**src/rtl/multicycle_ctrl.sv**
```systemverilog
// Multi-cycle sequencer for the MIPS-subset datapath.
// Walks each instruction through FETCH..WB with wait-stated memories.
module multicycle_ctrl #(
    parameter int MAX_WAIT = 16
) (
    input  logic       clk,
    input  logic       rst_n,
    input  logic [5:0] op,
    input  logic [5:0] func,
    input  logic       zero,
    input  logic       imem_ready,
    input  logic       dmem_ready,
    output logic       imem_req,
    output logic       dmem_req,
    output logic       dmem_we,
    output logic       irwrite,
    output logic       pcwrite,
    output logic [1:0] npcctr,
    output logic       regwrite,
    output logic       regdst,
    output logic       alusrc,
    output logic [1:0] aluctr,
    output logic       memtoreg,
    output logic       instr_done,
    output logic       trap,
    output logic [1:0] trap_cause
);

    localparam logic [5:0] OP_R    = 6'b000000;
    localparam logic [5:0] OP_ORI  = 6'b001101;
    localparam logic [5:0] OP_ADDI = 6'b001000;
    localparam logic [5:0] OP_LW   = 6'b100011;
    localparam logic [5:0] OP_SW   = 6'b101011;
    localparam logic [5:0] OP_BEQ  = 6'b000100;
    localparam logic [5:0] OP_J    = 6'b000010;

    localparam logic [5:0] FN_ADD = 6'b100000;
    localparam logic [5:0] FN_SUB = 6'b100010;
    localparam logic [5:0] FN_AND = 6'b100100;
    localparam logic [5:0] FN_OR  = 6'b100101;

    // Counter needs at least one bit even when the timeout is disabled.
    localparam int CW  = (MAX_WAIT < 1) ? 1 : $clog2(MAX_WAIT + 1);
    localparam int LIM = (MAX_WAIT > 0) ? MAX_WAIT - 1 : 0;
    localparam logic [CW-1:0] LIMV = LIM[CW-1:0];

    typedef enum logic [3:0] {
        S_FETCH,
        S_DECODE,
        S_EXEC,
        S_WB,
        S_ADDR,
        S_MEM,
        S_BRANCH,
        S_JUMP,
        S_TRAP
    } state_t;

    state_t        state;
    state_t        nstate;
    logic [CW-1:0] cnt;
    logic [1:0]    cause_q;
    logic [1:0]    ncause;

    logic       is_r;
    logic       is_imm;
    logic       is_ld;
    logic       is_st;
    logic       is_beq;
    logic       is_j;
    logic       src_d;
    logic [1:0] ctr_d;
    logic       fn_ok;
    logic [1:0] fn_ctr;
    logic       waiting;
    logic       wait_hit;

    // Instruction class and ALU setting shared by EXEC, WB and the memory path.
    always_comb begin
        fn_ok  = 1'b1;
        fn_ctr = 2'b00;
        unique case (func)
            FN_ADD:  fn_ctr = 2'b00;
            FN_SUB:  fn_ctr = 2'b01;
            FN_AND:  fn_ctr = 2'b10;
            FN_OR:   fn_ctr = 2'b11;
            default: fn_ok  = 1'b0;
        endcase
        is_r   = (op == OP_R) && fn_ok;
        is_imm = (op == OP_ORI) || (op == OP_ADDI);
        is_ld  = (op == OP_LW);
        is_st  = (op == OP_SW);
        is_beq = (op == OP_BEQ);
        is_j   = (op == OP_J);
        src_d  = !is_r;
        ctr_d  = 2'b00;
        unique case (1'b1)
            is_r:             ctr_d = fn_ctr;
            (op == OP_ORI):   ctr_d = 2'b11;
            default:          ctr_d = 2'b00;
        endcase
    end

    assign waiting  = ((state == S_FETCH) && !imem_ready) ||
                      ((state == S_MEM) && !dmem_ready);
    assign wait_hit = (MAX_WAIT != 0) && (cnt == LIMV);

    // State, wait counter and trap cause registers.
    always_ff @(posedge clk or negedge rst_n) begin
        if (!rst_n) begin
            state   <= S_FETCH;
            cnt     <= '0;
            cause_q <= 2'b00;
        end else begin
            state   <= nstate;
            cause_q <= ncause;
            if (nstate != state)
                cnt <= '0;
            else if (waiting && (MAX_WAIT != 0))
                cnt <= cnt + CW'(1);
        end
    end

    // Next state and control strobes; everything forced low while in reset.
    always_comb begin
        nstate     = state;
        ncause     = cause_q;
        imem_req   = 1'b0;
        dmem_req   = 1'b0;
        dmem_we    = 1'b0;
        irwrite    = 1'b0;
        pcwrite    = 1'b0;
        npcctr     = 2'b00;
        regwrite   = 1'b0;
        regdst     = 1'b0;
        alusrc     = 1'b0;
        aluctr     = 2'b00;
        memtoreg   = 1'b0;
        instr_done = 1'b0;
        trap       = 1'b0;
        trap_cause = 2'b00;
        unique case (state)
            S_FETCH: begin
                imem_req = 1'b1;
                if (imem_ready) begin
                    irwrite = 1'b1;
                    pcwrite = 1'b1;
                    nstate  = S_DECODE;
                end else if (wait_hit) begin
                    nstate = S_TRAP;
                    ncause = 2'b10;
                end
            end
            S_DECODE: begin
                if (is_r || is_imm)
                    nstate = S_EXEC;
                else if (is_ld || is_st)
                    nstate = S_ADDR;
                else if (is_beq)
                    nstate = S_BRANCH;
                else if (is_j)
                    nstate = S_JUMP;
                else begin
                    nstate = S_TRAP;
                    ncause = 2'b01;
                end
            end
            S_EXEC: begin
                alusrc = src_d;
                aluctr = ctr_d;
                nstate = S_WB;
            end
            S_WB: begin
                regwrite   = 1'b1;
                regdst     = is_r;
                memtoreg   = is_ld;
                alusrc     = src_d;
                aluctr     = ctr_d;
                instr_done = 1'b1;
                nstate     = S_FETCH;
            end
            S_ADDR: begin
                alusrc = 1'b1;
                nstate = S_MEM;
            end
            S_MEM: begin
                dmem_req = 1'b1;
                dmem_we  = is_st;
                alusrc   = 1'b1;
                if (dmem_ready) begin
                    if (is_st) begin
                        instr_done = 1'b1;
                        nstate     = S_FETCH;
                    end else begin
                        nstate = S_WB;
                    end
                end else if (wait_hit) begin
                    nstate = S_TRAP;
                    ncause = 2'b11;
                end
            end
            S_BRANCH: begin
                aluctr     = 2'b01;
                instr_done = 1'b1;
                if (zero) begin
                    pcwrite = 1'b1;
                    npcctr  = 2'b01;
                end
                nstate = S_FETCH;
            end
            S_JUMP: begin
                pcwrite    = 1'b1;
                npcctr     = 2'b10;
                instr_done = 1'b1;
                nstate     = S_FETCH;
            end
            S_TRAP: begin
                trap       = 1'b1;
                trap_cause = cause_q;
            end
            default: nstate = S_FETCH;
        endcase
        if (!rst_n) begin
            imem_req   = 1'b0;
            dmem_req   = 1'b0;
            dmem_we    = 1'b0;
            irwrite    = 1'b0;
            pcwrite    = 1'b0;
            npcctr     = 2'b00;
            regwrite   = 1'b0;
            regdst     = 1'b0;
            alusrc     = 1'b0;
            aluctr     = 2'b00;
            memtoreg   = 1'b0;
            instr_done = 1'b0;
            trap       = 1'b0;
            trap_cause = 2'b00;
        end
    end

endmodule

```
**config.mk**
```make
export PLATFORM = sky130hd
export DESIGN_NAME = multicycle_ctrl
export DESIGN_NICKNAME = d
export VERILOG_FILES = /design/src/rtl/multicycle_ctrl.sv
export SDC_FILE = /design/constraint.sdc
export NUM_CORES = 1
export LEC_CHECK = 0
export CORE_ASPECT_RATIO = 1.1
export CORE_UTILIZATION = 40
export CTS_BUF_LIST = sky130_fd_sc_hd__clkbuf_8 sky130_fd_sc_hd__clkbuf_16
export DETAILED_ROUTE_END_ITERATION = 8
export PLACE_DENSITY = 0.83
export SYNTH_ARGS = -nofsm -noshare
export SYNTH_HDL_FRONTEND = slang
export SYNTH_SLANG_ARGS = --single-unit
```
**constraint.sdc**
```tcl
create_clock -name clk -period 3.2 [get_ports clk]
set_clock_uncertainty 0.05 [all_clocks]
set_input_delay 0.64 -clock clk [delete_from_list [all_inputs] [get_ports clk]]
set_output_delay 0.64 -clock clk [all_outputs]
set_load 0.02 [all_outputs]
```
# Word-level counts from Yosys, hierarchy flattened
# Index checks and enable logic that the tools add are counted.
[totals] output_inout_bits=17 ff_bits=11 input_bits=17
[classes] add_sub_neg=1 n_reduce_logical=19 eq_ne=28 muxes=56
[op_table] operator="$eq A6 B6 Y1 const B" n=6
[op_table] operator="$mux W4" n=7
[op_table] operator="$mux W2" n=13
[op_table] operator="$mux W1" n=25
[op_table] operator="$pmux W4 S6" n=1
[op_table] operator="$eq A4 B3 Y1 const B" n=4
[op_table] operator="$ne A2 B2 Y1 const B" n=8
[op_table] operator="$eq A6 B4 Y1 const B" n=2
[op_table] operator="$pmux W2 S2" n=3
[op_table] operator="$pmux W2 S3" n=2
[op_table] operator="$mux W5" n=2
[op_table] operator="$reduce_and A9 Y1" n=1
[op_table] operator="$eq A4 B2 Y1 const B" n=2
[op_table] operator="$eq A6 B2 Y1 const B" n=1
[op_table] operator="$eq A6 B3 Y1 const B" n=1
[op_table] operator="$logic_not A6 Y1" n=1
[op_table] operator="$add A5 B1 Y5 const B" n=1
[op_table] operator="$eq A5 B4 Y1 const B" n=1
[op_table] operator="$eq A4 B1 Y1 const B" n=1
[op_table] operator="$eq A4 B4 Y1 const B" n=1
[op_table] operator="$logic_not A4 Y1" n=1
[op_table] operator="$logic_or A1 B1 Y1" n=4
[op_table] operator="$ne A4 B4 Y1" n=1
[op_table] operator="$pmux W1 S2" n=2
[op_table] operator="8 further kinds" n=13

# Logic depth before layout (Yosys ltp)
# Gate-level depths: netlist of the first run.
[logic_depth] word_depth=9 ltp_mapped=7 mapped_depth_nobuf=7

# Worst setup path after synthesis of the first run
# Ideal clock, no wire load.
[synth_timing] kind="input port to output port" from="in op[1]" to="out regdst" path_buffers=1 t_arrival_ns=1.775 slack_ns=0.735 required_time_ns=2.510 stages=4 cell_sequence="buf_2 -> nor4b_1 -> nand4_1 -> nor2_1"
[synth_between] elab_chain_cells=4
[synth_lines] item="start: declaration" line_no="8" source="input logic [5:0] op,"
[synth_lines] item="$logic_not A6 Y1" line_no="89" source="is_r = (op == OP_R) && fn_ok;"
[synth_lines] item="$logic_and A1 B1 Y1" line_no="89"
[synth_lines] item="$mux W1" line_no="142" source="unique case (state)"
[synth_lines] item="$mux W1" line_no="223" source="if (!rst_n) begin"
[synth_lines] item="end: declaration" line_no="20" source="output logic regdst,"
# Every way passes these cells.

# Final worst setup path of the first run
[layout_timing] from="in rst_n" to="out npcctr[0]"
[layout_between] elab_chain_cells=1
[layout_lines] item="start: declaration" line_no="7" source="input logic rst_n,"
[layout_lines] item="$mux W2" line_no="223"
[layout_lines] item="end: declaration" line_no="18" source="output logic [1:0] npcctr,"
# Every way passes these cells.

==> run summary, run 1 <==
Status - finished, final reports clean
HP Start - cause_q[1]
Largest net degree at the start of global routing - 17
CTS tree - done
Clk slew on worst S/H paths - 50 ps
Share of layout cells above drive strength 1 - 13.1%
Hold Path Stages - 1
Post-Route WL - 2840 µm
Final Wtd Congestion - 0.798
Post-CTS Hold Buffers - 0
Reg2Reg Setup Slack - 1220 ps
DP Wirelength - 2160 µm
Die area - 2730 µm²
DR vias/cell - 5.49
Leak - 0.713 nW
Clk_lat worst skew - 250 ps
Clock power frac - 20.7%
GRT Total Usage - 21.9%
Worst R2R Start - cnt[0]
Fill cell count - 208
Most used DFF post-synth - dfrtp_1
IO Count - 34
Element type at the critical path end - primary output
Final Instance Area - 1520 µm²
Asr flop ratio synth - 100%
Crit Path Max Fanout - 5
Post-CTS setup buffers - 0
Fin crit share - 97.3%
Post-synthesis cell area - 1010 µm²
CTS Buffer Depth - 2
Worst EP required - 2510 ps
Worst Reg-to-Reg Cells - 6
Max H-tree Level - 1
Final Setup Violations - 0
Seq/Total Area, Yosys - 27.2%
Design Power - 0.682 mW
DR vias - 1126
Pwr Density - 448 nW/µm²
Synth Net Count - 149
Fin. max-slew vios - 0
Root buffer selected by CTS - clkbuf_8
Cell row count - 18
Cell internal pwr - 0.407 mW
Endpoints failing hold - 0
R2R Path End - cnt[3]
Num Clock Sinks - 11
Worst-margin pin slew - 653 ps
Area grow syn2layout - 50.6%
Commonest non-fill, non-tap cells in the layout - clkdlybuf4s50_1, buf_4, nor2_1, nand2_1, dfrtp_1
Die width - 49.9 µm
Worst setup SP type - input pin
CTS Buf Count - 3
Core ar. - 2320 µm²
Total congestion overflow - 0
Slew headroom - 56.4%
P_sw - 0.275 mW
Worst Hold End - cause_q[1]
Nets - 195
Switch share - 40.4%
Cells after synthesis - 130
Area after DPL - 1450 µm²
CP Data Arrival Time - 2420 ps
Crit path time final - 3110 ps
Synth cell types - 44
Setup repair after global routing missed its margin - no
First-pass detailed-route iteration total - 4
Number of synthesized flops with an enable pin - 0
Combinational share of power - 49.3%
Hold WC Path Type - reg2reg
Iter 0 DRT Violations - 24
Ys Warns - 0
Initial core utilization - 43.6%
Most common cell after layout, fill and taps aside - clkdlybuf4s50_1
Routed length per instance - 13.8 µm
Syn avg cell area - 7.78 µm²
First-pass GRT wire length - 4490 µm
IO Port Bufs - 33
Vias in the first global route - 1083
DRC errors left - 0
Achievable frequency - 321 MHz
Peak supply drop - 0.317 mV
# diodes - 0
Max-Cap Viols - 0
CP Class - in2out
Sequential Power Share - 30.0%
Die Ht - 54.7 µm
Antenna violations before repair - 0
DRT antenna net count - 0
Synth Register Bits - 11
[logic make-up after synthesis]
group	synth area share [%]
adder cells (fa/ha/maj)	2.47
XOR/XNOR	5.20
AND/OR/NAND/NOR	38.9
multiplexers	1.98
AO/OA/AOI/OAI	18.7
buffers and inverters	5.57
flip-flops	27.2
[sequential cells by signal, summed over array words and instances (netlist names)]
register / cells
cause_q: 2
cnt: 5
state: 4
[Yosys cell counts, drive strengths merged, types with 2 or more instances]
library cell	n	area [µm²]
inv	5	18.8
nand4	2	12.5
and2	5	31.3
xnor2	3	26.3
o21ai	4	20.0
and3	3	18.8
a21oi	6	33.8
nand3b	2	15.0
nor3	5	25.0
clkbuf	2	7.51
buf	5	30.0
ha	2	25.0
nand3	6	30.0
nor2b	4	25.0
o211ai	5	37.5
nor4	4	25.0
and3b	2	17.5
nor2	13	48.8
nor4b	3	26.3
or3	2	12.5
nand2	12	45.0
xor2	3	26.3
dfrtp	11	275
mux2i	2	20.0
a22oi	3	22.5
[per-layer routing]
| layer | GRT usage, % | wire length (µm) |
|---|---|---|
| met4 | 14.3 | 81 |
| met5 | 0 | 0 |
| met1 | 24.6 | 1190 |
| met3 | 1.67 | 73 |
| met2 | 40.8 | 1490 |
[what timing repair did]
item                       in CTS  in global routing
hold endpoints to repair        0                  0
setup endpoints to repair       1                  5
resized for setup               2                  6
[how the worst max path moves through the flow]
stage,depth (start not counted),start,end
floorplan,4,op[1],regdst
global placement,7,op[1],aluctr[0]
detailed placement,6,op[1],aluctr[0]
CTS,7,op[1],alusrc
global route,6,rst_n,dmem_we
finish,5,rst_n,npcctr[0]
[cell type report]
type / count / area, µm² / share of cell area, %
Multi-Input combinational cell: 107 / 692 / 45.4
Timing Repair Buffer: 48 / 454 / 29.8
Sequential cell: 11 / 275 / 18.1
Clock buffer: 3 / 41.3 / 2.71
Tap cell: 30 / 37.5 / 2.47
Inverter: 5 / 18.8 / 1.23
Clock inverter: 1 / 3.75 / 0.247
[worst max-delay path, stage by stage]
cell,delay [ps]
clkdlybuf4s50_1,510
and2b_1,230
nand2_1,110
nor3_1,260
clkdlybuf4s50_1,670
[through the flow]
step	setup slack (ps)	cells	util, %	hold WS (ps)	TNS [ps]
floorplan	735	130	-	294	0
global placement	-93.8	201	62.7	426	-93.8
detailed placement	-115	201	62.7	444	-115
CTS	6.65	205	64.8	456	0
global route	8.04	205	65.6	486	0
finish	86.6	205	65.6	458	0
[power groups by stage]
stage	registers [mW]	logic (mW)	clock network [mW]
after detailed placement	0.205	0.332	0
after global routing	0.210	0.369	0.148
final	0.205	0.336	0.141
after CTS	0.204	0.336	0.141
after floorplan	0.184	0.242	0
after global placement	0.204	0.322	0
(Power assumes the default switching activity.)
==> inputs of run 2 (changes only) <==
--- a/config.mk
+++ b/config.mk
@@ -9,7 +9,7 @@
 export CORE_UTILIZATION = 40
 export CTS_BUF_LIST = sky130_fd_sc_hd__clkbuf_8 sky130_fd_sc_hd__clkbuf_16
 export DETAILED_ROUTE_END_ITERATION = 8
-export PLACE_DENSITY = 0.83
+export PLACE_DENSITY = 0.69
 export SYNTH_ARGS = -nofsm -noshare
 export SYNTH_HDL_FRONTEND = slang
 export SYNTH_SLANG_ARGS = --single-unit
==> constraint.sdc (replaced) <==
create_clock -name clk -period 3.8 [get_ports clk]
set_clock_uncertainty 0.05 [all_clocks]
set_input_delay 0.76 -clock clk [delete_from_list [all_inputs] [get_ports clk]]
set_output_delay 0.76 -clock clk [all_outputs]
set_load 0.02 [all_outputs]
==> run 2 against run 1 <==
  * Via count fell by 1.6%
  * Sequential share of layout area is 1.4 points higher
  * Setup slack better by 80 ps
  * Clock power down 16%
  * Total power shrank 18%
  * Core utilization shrank 4.6 points
  * First-iteration DRC count grew 63%
  * Cell area down 7.1%
  * Cell count down 5.9%
  * Wire length fell by 3.9%
  * Largest cell class unchanged
  * Critical path depth is 2 higher
  * Non-clock buffer count shrank 12
==> run summary, run 2 (same netlist as run 1, synthesis figures left out) <==
Worst-margin pin slew - 670 ps (+17.7 ps)
Num Clock Sinks - 11 (unchanged)
Die width - 49.9 µm (unchanged)
Nets - 183 (-6.2%)
Design Power - 0.559 mW (-18%)
Vias in the first global route - 1036 (-4.3%)
P_sw - 0.228 mW (-17%)
CP Class - in2out
Cell row count - 18 (unchanged)
CTS Buffer Depth - 2 (unchanged)
Final worst slack - 167 ps (+80.3 ps)
Share of layout cells above drive strength 1 - 6.13% (-7.0 points)
Post-Route WL - 2730 µm (-3.9%)
Sequential Power Share - 32.9% (+2.9 points)
Slew headroom - 55.2% (-1.2 points)
Area after DPL - 1360 µm² (-6.2%)
Status - finished, final reports clean
Fill cell count - 225 (+8.2%)
Achievable frequency - 275 MHz
Area grow syn2layout - 40.0%
Routed wl met3 - 172 µm (+140%)
Element type at the critical path end - primary output
Clock power frac - 21.1% (+0.4 points)
Max H-tree Level - 1 (unchanged)
Commonest non-fill, non-tap cells in the layout - clkdlybuf4s50_1, nor2_1, nand2_1, dfrtp_1
Sequential cell area - 275 µm² (unchanged)
Clk_lat worst skew - 240 ps (about the same)
CTS tree - done
Fin crit share - 95.6%
Pwr Density - 395 nW/µm² (-12%)
Die area - 2730 µm² (unchanged)
Fin. max-slew vios - 0 (unchanged)
Most common cell after layout, fill and taps aside - clkdlybuf4s50_1
CTS Buf Count - 3 (unchanged)
First-pass GRT wire length - 4490 µm (-0.13%)
Area of the multi-input gates - 686 µm² (-0.90%)
GRT Total Usage - 22.3% (+0.39 points)
Met2 WL post-DR - 1270 µm (-15%)
Largest net degree at the start of global routing - 17 (unchanged)
Switch share - 40.8% (+0.47 points)
Root buffer selected by CTS - clkbuf_8
Routed length per instance - 14.1 µm (+2.1%)
Endpoints failing hold - 0 (unchanged)
Post-Place Setup Slack - 200 ps (+315 ps)
DRT antenna net count - 0 (unchanged)
Largest regs - cnt: 5 flops, state: 4 flops, cause_q: 2 flops
CP Data Arrival Time - 2820 ps (+400 ps)
Max reg flops - 5 (unchanged)
Total congestion overflow - 0 (unchanged)
Final Wtd Congestion - 0.836 (+4.8%)
# diodes - 0 (unchanged)
Initial core utilization - 43.6% (unchanged)
Crit path time final - 3630 ps
Placed Instances - 189 (-6.0%)
Leak - 0.554 nW (-22%)
DR vias - 1108 (-1.6%)
Peak supply drop - 0.300 mV (-5.3%)
Max-Cap Viols - 0 (unchanged)
Largest Register - cnt
DR vias/cell - 5.74 (+4.5%)
TNS Setup - 0 ps (unchanged)
DRC errors left - 0 (unchanged)
Setup repair after global routing missed its margin - no
Iter 0 DRT Violations - 39 (+63%)
Final Instance Area - 1420 µm² (-7.1%)
Combinational share of power - 46.1% (-3.2 points)
Top routing layer in use - met4
Final Setup Violations - 0 (unchanged)
Cell internal pwr - 0.331 mW (-19%)
Finished Layout Cells - 193 (-5.9%)
Die Ht - 54.7 µm (unchanged)
Antenna violations before repair - 0 (unchanged)
DP Wirelength - 2150 µm (-0.30%)
Clk slew on worst S/H paths - 50 ps (about the same)
Crit Path Max Fanout - 6 (+1)
IO Port Bufs - 33 (unchanged)
Worst EP required - 2990 ps (+480 ps)
Hold WC Path Type - reg2reg
WL met1 - 1240 µm (+4.1%)
First-pass detailed-route iteration total - 4 (unchanged)
IO Count - 34 (unchanged)
Worst setup SP type - input pin
Core ar. - 2320 µm² (unchanged)
## run 2: cell type report
type | count | area share [%]
sequential | 11 | 19.5
timing repair buffer | 36 | 24.9
multi-input combinational | 107 | 48.5
clock buffer | 3 | 2.92
tap | 30 | 2.65
inverter | 5 | 1.33
clock inverter | 1 | 0.265
## run 2: per-stage QoR
stage	utilization, %	hold WS, ps
floorplan	-	408
global placement	58.8	437
detailed placement	58.8	446
CTS	60.7	456
global route	61.0	471
finish	61.0	457
## run 2: path summary, 6_finish.rpt
check | start | end | slack (ps) | depth (start not counted)
setup / recovery | op[1] | aluctr[0] | 170 | 7
hold / removal | cause_q[1] | cause_q[1] | 460 | 1
setup reg to reg | cnt[0] | cnt[2] | 1850 | 6
hold reg to reg | cause_q[1] | cause_q[1] | 460 | 1
max in group asynchronous | rst_n | cnt[3] | 2670 | 2
min in group asynchronous | rst_n | state[3] | 660 | 1
## run 2: routing by layer
layer | vias up | GRT usage (%)
met4 | 0 | 11.9
met1 | 516 | 28.4
li1 | 545 | -
met3 | 4 | 4.44
met2 | 43 | 36.0
met5 | - | 0
## run 2: what timing repair did
action                     CTS  global route
resized for setup            0             1
setup buffers                0             0
setup endpoints to repair    0             1
hold buffers                 0             0
## run 2: critical path, stage by stage
cell and delay (ps):
clkdlybuf4s50_1 440, buf_4 170, nor4b_1 420, nand3_1 160
o211ai_1 110, and3b_1 170, clkdlybuf4s50_1 590
## run 2: power by group through the flow
stage          clock network [mW]  registers (mW)  logic [mW]
2_1_floorplan                   0           0.155       0.204
6_report                    0.118           0.184       0.257
4_1_cts                     0.121           0.183       0.257
3_3_place_gp                    0           0.184       0.252
5_1_grt                     0.128           0.189       0.286
3_5_place_dp                    0           0.185       0.256
==> inputs of run 3 (changes only) <==
--- a/config.mk
+++ b/config.mk
@@ -6,10 +6,11 @@
 export NUM_CORES = 1
 export LEC_CHECK = 0
 export CORE_ASPECT_RATIO = 1.1
-export CORE_UTILIZATION = 40
+export CORE_UTILIZATION = 25
 export CTS_BUF_LIST = sky130_fd_sc_hd__clkbuf_8 sky130_fd_sc_hd__clkbuf_16
 export DETAILED_ROUTE_END_ITERATION = 8
-export PLACE_DENSITY = 0.69
+export PLACE_DENSITY = 0.46
+export SLEW_MARGIN = 20
 export SYNTH_ARGS = -nofsm -noshare
 export SYNTH_HDL_FRONTEND = slang
 export SYNTH_SLANG_ARGS = --single-unit
==> run 3 against run 2 <==
  * Sequential cell count stayed put
  * Setup slack better by 28 ps
  * Hold slack worse by 3.4 ps
  * Sequential power hardly changed
  * Global-route usage is 8.3 points lower
  * Critical path depth stayed put
  * Total power is 0.46% higher
  * Register-to-register slack worse by 40 ps
  * Non-clock buffer count is 2 higher
  * Cell count is 11% higher
  * Core utilization is 22 points lower
  * Cell area is 3.3% higher
==> run summary, run 3 (same netlist as run 1, synthesis figures left out) <==
Worst R2R Start - state[2]
HP Start - cause_q[1]
Largest net degree at the start of global routing - 17 (unchanged)
Cell internal pwr - 0.332 mW (+0.38%)
Hold Path Stages - 1 (unchanged)
Leak - 0.565 nW (+2.0%)
Post-Route WL - 2810 µm (+2.9%)
Combinational share of power - 46.3% (+0.2 points)
Most common cell after layout, fill and taps aside - clkdlybuf4s50_1
Crit path time final - 3600 ps (-28.4 ps)
DRC errors left - 0 (unchanged)
Hold WC Path Type - reg2reg
Endpoints failing hold - 0 (unchanged)
Core ar. - 3740 µm² (+61%)
Setup repair after global routing missed its margin - no
Clock power frac - 21.1% (about the same)
# diodes - 0 (unchanged)
DR vias/cell - 5.04 (-12%)
Largest Register - cnt
Finished Layout Cells - 215 (+11%)
Worst setup SP type - input pin
IO Port Bufs - 33 (unchanged)
Total congestion overflow - 0 (unchanged)
DRT antenna net count - 0 (unchanged)
Max incr delay on CP - 600 ps (about the same)
Max-Cap Viols - 0 (unchanged)
Pwr Density - 384 nW/µm² (-2.7%)
Most frequent cell on the critical path - clkdlybuf4s50_1
Clk_lat worst skew - 240 ps (about the same)
Die width - 62.6 µm (+25%)
Routed length per instance - 13.0 µm (-7.6%)
Die Ht - 68.7 µm (+26%)
Max H-tree Level - 1 (unchanged)
DR vias - 1083 (-2.3%)
Crit Path Max Fanout - 8 (+2)
Peak supply drop - 0.0959 mV (-68%)
Achievable frequency - 277 MHz (+0.79%)
Fin. max-slew vios - 0 (unchanged)
Element type at the critical path end - primary output
Top routing layer in use - met4
Worst EP required - 2990 ps (about the same)
Hold slack final - 453 ps (-3.43 ps)
CTS Buf Count - 3 (unchanged)
First-pass GRT wire length - 4690 µm (+4.6%)
P_sw - 0.230 mW (+0.58%)
DP Wirelength - 2230 µm (+3.4%)
Routed wl met3 - 92 µm (-47%)
Post-CTS Hold Buffers - 0 (unchanged)
Clk slew on worst S/H paths - 50 ps (about the same)
Final worst slack - 195 ps (+28.4 ps)
Antenna violations before repair - 0 (unchanged)
Max reg flops - 5 (unchanged)
Root buffer selected by CTS - clkbuf_8
Vias in the first global route - 1041 (+0.48%)
Iter 0 DRT Violations - 18 (-54%)
CP Data Arrival Time - 2790 ps (-30 ps)
Fill cell count - 401 (+78%)
Num Clock Sinks - 11 (unchanged)
Die area - 4300 µm² (+57%)
CTS Buffer Depth - 2 (unchanged)
Final Setup Violations - 0 (unchanged)
R2R Path End - cnt[2]
IO Count - 34 (unchanged)
Sequential cell area - 275 µm² (unchanged)
Worst-margin pin slew - 701 ps (+30.9 ps)
Fin crit share - 94.9% (-0.75 points)
GRT Total Usage - 14.0% (-8.3 points)
CTS tree - done
Reg2Reg Setup Slack - 1810 ps (-40 ps)
CP Class - in2out
Largest regs - cnt: 5 flops, state: 4 flops, cause_q: 2 flops
Placed Instances - 211 (+12%)
WL met1 - 1300 µm (+4.9%)
Post-CTS setup buffers - 0 (unchanged)
Area grow syn2layout - 44.6%
Commonest non-fill, non-tap cells in the layout - clkdlybuf4s50_1, nor2_1, nand2_1, dfrtp_1
Design Power - 0.561 mW (+0.46%)
Met2 WL post-DR - 1380 µm (+8.8%)
Switch share - 40.9% (+0.048 points)
Final Wtd Congestion - 0.765 (-8.5%)
Initial core utilization - 27.0% (-17 points)
Sequential Power Share - 32.6% (-0.3 points)
Cell Chain, Critical Path - clkdlybuf4s50_1 -> nor3_1 -> buf_4 -> nand3_1 -> o211ai_1 -> and3b_1 -> clkdlybuf4s50_1
Area of the multi-input gates - 692 µm² (+0.91%)
Status - finished, final reports clean
Share of layout cells above drive strength 1 - 7.88% (+1.7 points)
Worst Reg-to-Reg Cells - 4 (-2)
Critical-path top delay cell - clkdlybuf4s50_1
TNS Setup - 0 ps (unchanged)
Post-Place Setup Slack - 150 ps (-49.7 ps)
Worst Hold End - cause_q[1]
Nets - 185 (+1.1%)
First-pass detailed-route iteration total - 4 (unchanged)
Slew headroom - 53.1% (-2.1 points)
Cell row count - 23 (+5)
run 3: cell types whose count changed in the layout (fill, tap and decap cells not counted):
cell     before  now
nor4b_1       2    1
buf_4         3    5
nor4b_2       1    2
run 3: metal layers:
layer / global-route usage [%] / vias to the layer above
met5: 0 / -
met4: 6.10 / 0
met3: 1.64 / 4
met2: 25.1 / 29
met1: 17.3 / 499
li1: - / 551
run 3: stage by stage:
step                cell area, µm²  utilization, %
floorplan                     1010               -
global placement              1400            37.5
detailed placement            1400            37.5
CTS                           1450            38.7
global route                  1460            39.1
finish                        1460            39.1
run 3: area by class of cell:
cell class | instances | area share (%)
Sequential cell | 11 | 18.8
Inverter | 5 | 1.28
Timing Repair Buffer | 38 | 25.2
Tap cell | 50 | 4.28
Multi-Input combinational cell | 107 | 47.3
Clock buffer | 3 | 2.83
Clock inverter | 1 | 0.257
run 3: worst max path at each step:
| stage | from | end | slack (ps) | depth (start not counted) |
|---|---|---|---|---|
| final | op[2] | aluctr[0] | 200 | 7 |
| after global routing | op[2] | aluctr[0] | 60 | 7 |
| after CTS | op[1] | aluctr[0] | 150 | 6 |
| after detailed placement | op[1] | aluctr[0] | 150 | 6 |
| after global placement | op[3] | aluctr[0] | 170 | 6 |
| after floorplan | op[1] | regdst | 1100 | 4 |
run 3: power by group through the flow:
stage / clock network, mW / logic [mW] / registers, mW
2_1_floorplan: 0 / 0.204 / 0.155
6_report: 0.118 / 0.260 / 0.183
3_5_place_dp: 0 / 0.259 / 0.184
5_1_grt: 0.129 / 0.290 / 0.188
3_3_place_gp: 0 / 0.259 / 0.184
4_1_cts: 0.122 / 0.260 / 0.182
run 3: critical path: cells and delay by family:
| kind | cells | cell delay, ps |
|---|---|---|
| compound gates | 1 | 200 |
| buf+inv | 3 | 1330 |
| simple gates | 3 | 490 |
run 3: timing repair:
item | 4_1_cts | 5_1_grt
resized for setup | 0 | 2
endpoints found under the setup margin | 0 | 1
endpoints found under the hold margin | 0 | 0
